$ cat src/rtl/fifo_reader.sv
// fifo_reader: drains a registered-output upstream fifo into a 2-entry
// in-order skid buffer and presents it as a valid/ready stream.
//
// Optional feature: define FIFO_READER_CNT_EN to add the word_cnt port,
// a wrapping count of delivered words.
//
// Ports
//   clk      in   rising-edge clock
//   rst      in   synchronous active-high reset
//   f_empty  in   upstream fifo empty flag
//   f_dout   in   upstream fifo read data, valid the cycle after a read
//   f_rd_en  out  upstream read strobe (combinational)
//   flush    in   discard buffered and in-flight words
//   m_data   out  head of the skid buffer
//   m_valid  out  m_data holds a valid word
//   m_ready  in   downstream accepts m_data
//   word_cnt out  delivered-word count (FIFO_READER_CNT_EN only)
module fifo_reader #(
  parameter int unsigned D_SIZE = 32,
  parameter int unsigned CNT_W  = 32
) (
  input  logic              clk,
  input  logic              rst,
  input  logic              f_empty,
  input  logic [D_SIZE-1:0] f_dout,
  output logic              f_rd_en,
  input  logic              flush,
  output logic [D_SIZE-1:0] m_data,
  output logic              m_valid,
  input  logic              m_ready
`ifdef FIFO_READER_CNT_EN
  ,
  output logic [CNT_W-1:0]  word_cnt
`endif
);

  localparam int unsigned OCC_W = 2;
  localparam int unsigned LVL_W = 3;

  if (CNT_W == 0) begin : g_cnt_w_check
    $error("fifo_reader: CNT_W must be nonzero");
  end

  logic [OCC_W-1:0]  r_occ;
  logic              r_infl;
  logic              r_valid;
  logic [D_SIZE-1:0] r_buf0;
  logic [D_SIZE-1:0] r_buf1;

  logic [OCC_W-1:0]  w_occ_nxt;
  logic              w_infl_nxt;
  logic [D_SIZE-1:0] w_buf0_nxt;
  logic [D_SIZE-1:0] w_buf1_nxt;
  logic              w_pop;
  logic [LVL_W-1:0]  w_level;

  assign w_pop   = r_valid && m_ready;
  // Occupancy the buffer will have once the in-flight word lands and any
  // same-edge pop has happened; a new read is allowed only if it still fits.
  assign w_level = LVL_W'(r_occ) + LVL_W'(r_infl) - LVL_W'(w_pop);
  assign f_rd_en = !rst && !f_empty && !flush && (w_level < LVL_W'(2));

  assign m_data  = r_buf0;
  assign m_valid = r_valid;

  // Next buffer state: pop shifts the queue, then the in-flight word lands at the tail.
  always_comb begin
    w_occ_nxt  = r_occ;
    w_infl_nxt = f_rd_en;
    w_buf0_nxt = r_buf0;
    w_buf1_nxt = r_buf1;
    if (flush) begin
      w_occ_nxt  = '0;
      w_infl_nxt = 1'b0;
    end else begin
      if (w_pop) begin
        w_buf0_nxt = r_buf1;
        w_occ_nxt  = r_occ - OCC_W'(1);
      end
      if (r_infl) begin
        if (w_occ_nxt == '0) begin
          w_buf0_nxt = f_dout;
        end else begin
          w_buf1_nxt = f_dout;
        end
        w_occ_nxt = w_occ_nxt + OCC_W'(1);
      end
    end
  end

  // State registers.
  always_ff @(posedge clk) begin
    if (rst) begin
      r_occ   <= '0;
      r_infl  <= 1'b0;
      r_valid <= 1'b0;
      r_buf0  <= '0;
      r_buf1  <= '0;
    end else begin
      r_occ   <= w_occ_nxt;
      r_infl  <= w_infl_nxt;
      r_valid <= (w_occ_nxt != '0);
      r_buf0  <= w_buf0_nxt;
      r_buf1  <= w_buf1_nxt;
    end
  end

`ifdef FIFO_READER_CNT_EN
  logic [CNT_W-1:0] r_cnt;

  // Delivered-word counter; a pop during flush still counts.
  always_ff @(posedge clk) begin
    if (rst) begin
      r_cnt <= '0;
    end else begin
      r_cnt <= r_cnt + CNT_W'(w_pop);
    end
  end

  assign word_cnt = r_cnt;
`endif

endmodule

$ cat config.mk
export PLATFORM = sky130hd
export DESIGN_NAME = fifo_reader
export DESIGN_NICKNAME = d
export VERILOG_FILES = /design/src/rtl/fifo_reader.sv
export SDC_FILE = /design/constraint.sdc
export NUM_CORES = 1
export LEC_CHECK = 0
export ABC_AREA = 0
export BUFFER_PORTS_ARGS = -buffer_cell sky130_fd_sc_hd__buf_2
export CAP_MARGIN = 25
export CORE_MARGIN = 10
export CORE_UTILIZATION = 57
export CTS_CLUSTER_SIZE = 14
export DETAILED_ROUTE_END_ITERATION = 10
export GPL_ROUTABILITY_DRIVEN = 0
export GPL_TIMING_DRIVEN = 1
export PLACE_DENSITY = 0.82
export SETUP_SLACK_MARGIN = 0.4
export SLEW_MARGIN = 10
export SYNTH_ARGS = -nofsm -noshare
export SYNTH_HDL_FRONTEND = slang
export SYNTH_SLANG_ARGS = --single-unit
$ cat constraint.sdc
create_clock -name clk -period 6.3 [get_ports clk]
set_input_delay 1.89 -clock clk [delete_from_list [all_inputs] [get_ports clk]]
set_output_delay 1.89 -clock clk [all_outputs]
set_load 0.01 [all_outputs]
# Yosys cells after proc, flatten, opt, wreduce, memory -nomap -nowiden
# Index checks and enable logic that the tools add are counted.
dict set report word_totals {
  ff_bits 68
  input_bits 37
  out_inout_bits 34
  elab_cells 30
}
dict set report classes {
  add_sub_neg 4
  order_cmp 1
  muxes 7
  n_bitwise 2
  reduce_logical 11
}
# cell n
set op_table {}
lappend op_table {{$mux W32} 3}
lappend op_table {{$mux W2} 4}
lappend op_table {{$logic_and A1 B1 Y1} 4}
lappend op_table {{$add A2 B1 Y3} 1}
lappend op_table {{$logic_not A1 Y1} 3}
lappend op_table {{$lt A3 B2 Y1 const B} 1}
lappend op_table {{$reduce_and A3 Y1} 1}
lappend op_table {{$sub A3 B1 Y3} 1}
lappend op_table {{$add A2 B1 Y2 const B} 1}
lappend op_table {{$logic_not A2 Y1} 1}
lappend op_table {{$not A1 Y1} 2}
lappend op_table {{$reduce_bool A2 Y1} 1}
lappend op_table {{$reduce_or A2 Y1} 1}
lappend op_table {{$sub A2 B1 Y2 const B} 1}

# Depth between registers and ports, before layout
dict set report logic_depth {
  depth_word 7
  ltp_mapped 8
  mapped_depth_nobuf 6
}

# Worst setup path before layout
# No wires, ideal clock.
dict set report synth_timing {
  kind {in2out}
  from {in m_ready}
  to {out f_rd_en}
  arrival_ns 3.187
  t_required_ns 4.410
  slack_ns 1.223
  cell_stages 6
  n_path_buf 1
  cell_sequence {nand2_2 -> buf_2 -> nor2_1 -> fa_1 -> xnor2_1 -> and4b_1}
}
dict set report synth_via {
  elab_chain_len 4
}
# item line
set synth_lines {}
lappend synth_lines {{from (decl)} 30} ;# input logic m_ready
lappend synth_lines {{$logic_and A1 B1 Y1} 57} ;# assign w_pop = r_valid && m_ready;
lappend synth_lines {{$sub A3 B1 Y3} 60} ;# assign w_level = LVL_W'(r_occ) + LVL_W'(r_infl) - LVL_W'(w_pop);
lappend synth_lines {{$lt A3 B2 Y1} 61} ;# assign f_rd_en = !rst && !f_empty && !flush && (w_level < LVL_W'(2));
lappend synth_lines {{$logic_and A1 B1 Y1} 61}
lappend synth_lines {{to (decl)} 26} ;# output logic f_rd_en,
# Every way passes these cells.

# Worst setup path in the final report
# Same ends and word-level chain as after synthesis.

==> impl_metrics.csv <==
group,metric,value,unit
logic_synthesis,synth-seq-area-share,0.465,
min_path,min_path_type,"reg -> reg",
logic_synthesis,synth_top_family_by_area,"compound AO/OA/AOI/OAI gates",
cts,h-tree-depth,3,
sta,finalCritPeriodShare,0.839,
place,hpwlAfterDp,4.72,mm
sta,finalHoldViolations,0,
cts,clk_latency,0.34,ns
floorplanning,die_y,91.7,um
sta,rsz0062_at_grt,"false",
logic_synthesis,yosysTopAreaCellShare,0.465,
critical_path,reg2reg_slack,3.82,ns
sta,post-route-min-period,5.29,ns
critical_path,worstSetupPathType,"in -> out",
cts,cts.sinks,68,
final_layout,drive_gt1_frac,0.302,
cts,post_cts.repair.setup_buffers,0,
floorplanning,dieArea,8410,sq um
critical_path,critPathLaunchType,"primary input",
sta,fin_tns_setup,0,ns
route,wirelength,6.95,mm
critical_path,cp_max_fo,19,
floorplanning,num_io_pins,71,
floorplanning,core_area,5040,sq um
pwr,power.sequential.fraction,0.516,
sta,tightest_slew,0.668,ns
logic_synthesis,yosysUniqueCellTypes,27,
cts,cts_buffers,9,
critical_path,cp-startpoint,"m_ready",
cts,cts_buffer_depth,2,
route,ant_nets,0,
final_layout,finalNetCount,415,
sta,clock_skew,0.00902,ns
critical_path,r2r.worst_path.cells,8,
floorplanning,initial_core_util,0.581,
pwr,power.leakage,1.52,nW
critical_path,cp.arrival,3.40,ns
logic_synthesis,synthSimpleGateAreaFrac,0.126,
critical_path,required,4.41,ns
route,drt-pass1-iter-count,5,
route,drtIter0Drc,121,
logic_synthesis,synthCells,313,
logic_synthesis,synthMuxAreaShare,0.116,
pwr,power_density,248,nW/um^2
route,num_vias,2476,
logic_synthesis,synth-compound-area-share,0.209,
pwr,swShare,0.236,
global_routing,grt_pass1_wl,11.6,mm
global_routing,grt_max_degree,37,
critical_path,end_kind,"output port",
final_layout,final_cell_mix,"70 x buf_2, 68 x dfxtp_1, 58 x nand2_1",
floorplanning,die_x,91.7,um
global_routing,grt_pass1_vias,2502,
route,via_per_inst,5.49,
logic_synthesis,synth_top_area_cell,"dfxtp_1",
sta,timing.hold.ws,0.453,ns
sta,drv_slew,0,
pwr,p_int,0.000656,W
cts,clk_pin_slew,0.06,ns
final_layout,syn_to_final_growth,18.1,%
logic_synthesis,syn_area,2930,sq um
cts,cts_tree,"yes",
critical_path,reg2reg_from,"m_valid",
pwr,pwr-share-comb,0.073,
place,port_buffers,70,
critical_path,crit_end,"f_rd_en",
global_routing,grt_usage,0.164,
job,max_cap_viol_count,0,
pwr,switching_power,0.000202,W
final_layout,n_antenna_cell,0,
sta,setup_viol,0,
critical_path,reg2reg_to,"m_data[20]",
sta,fmax,189,MHz
route,wl_per_cell,15.4,um
sta,relSlewSlack,0.554,
logic_synthesis,yosysWarnings,0,
cts,cts_resized,0,
global_routing,antenna_found_initial,0,
cts,cts_hold_repair.buffers,0,
final_layout,final_common_cell,"buf_2",
logic_synthesis,synth_adder_area_share,0.0111,
floorplanning,row_count,26,
logic_synthesis,synth_area_leaders,"dfxtp_1 46%, mux2i_1 12%, a22oi_1 8.2%",
cts,clockRootBuffer,"clkbuf_8",
pwr,peakVddDrop,0.164,mV
logic_synthesis,ys_seq_elements,68,
logic_synthesis,syn-num-nets,352,
run_status,outcome,"completed",
route,drc,0,
global_routing,grt_overflow,0,
logic_synthesis,synth_xor_area_frac,0.0120,
logic_synthesis,syn_avg_cell_area,9.36,sq um
pwr,pwr-share-clk,0.411,
## critical path, stage by stage
cell and delay, ns:
buf_2 0.11, nand2_2 0.08, buf_4 0.32, nor2_1 0.10
fa_1 0.41, xnor2_1 0.16, and4b_1 0.20, buf_2 0.12
## routing by layer
metal / share of wire / global-route usage / routed length [um] / vias to the layer above
met5: 0 / 0 / 0 / -
met1: 0.44 / 0.195 / 3040 / 1161
met2: 0.47 / 0.265 / 3230 / 80
li1: - / - / - / 1228
met4: 0.0085 / 0.0540 / 59 / 0
met3: 0.088 / 0.0619 / 610 / 7
## registers in the layout (all words and copies together), names as in the netlist
register / flops
r_occ: 2
r_infl: 1
r_buf1: 32
m_valid: 1
m_data: 32
## cells by family after synthesis
kind of cell	Yosys count
AOI/OAI and AO/OA	99
and+or+nand+nor	79
DFF	68
muxes	34
buffers and inverters	27
xor gates and xnor gates	4
adders and majority gates	2
## power groups by stage
stage	Combinational (W)	Clock (W)	Sequential, W
after floorplan	0.0000338	0	0.000454
after global placement	0.0000610	0	0.000452
after detailed placement	0.0000632	0	0.000453
after CTS	0.0000635	0.000356	0.000443
after global routing	0.0000691	0.000375	0.000444
final	0.0000628	0.000353	0.000443
## Yosys cell counts (all sizes together)
library cell / n
xnor2: 2
a21oi: 33
nand3b: 1
inv: 1
fa: 1
o21ai: 34
ha: 1
mux2i: 34
clkbuf: 7
a22oi: 32
and4bb: 1
or3b: 1
nand2: 69
buf: 19
and4b: 2
xor2: 2
nor2b: 1
nor2: 2
dfxtp: 68
or3: 1
nor3b: 1
## area by class of cell
class	instances	area (sq um)
clock buffers	12	145
clock inverters	4	48.8
fillers	416	1580
inverters	1	3.75
multi-input cells	218	1400
flip-flops and latches	68	1360
well taps	70	87.6
repair buffers	78	418
## worst min path at each step
stage	from	to	cells past startpoint
3_3_place_gp	r_buf1[18]	r_buf1[18]	2
6_report	r_buf1[18]	r_buf1[18]	2
4_1_cts	r_buf1[18]	r_buf1[18]	2
2_1_floorplan	r_buf1[18]	r_buf1[18]	2
5_1_grt	r_buf1[12]	r_buf1[12]	2
3_5_place_dp	r_buf1[0]	r_buf1[0]	2
## per-stage QoR
stage                      util  area [sq um]  instances  total power (W)  setup WS [ns]
after floorplan               -          2930        313         0.000488           1.22
after global placement    0.645          3250        434         0.000513           1.03
after detailed placement  0.648          3270        435         0.000516          0.984
after CTS                 0.687          3460        451         0.000862          0.985
after global routing      0.687          3460        451         0.000888          0.839
final                     0.687          3460        451         0.000859           1.01
(Power assumes the default switching activity.)
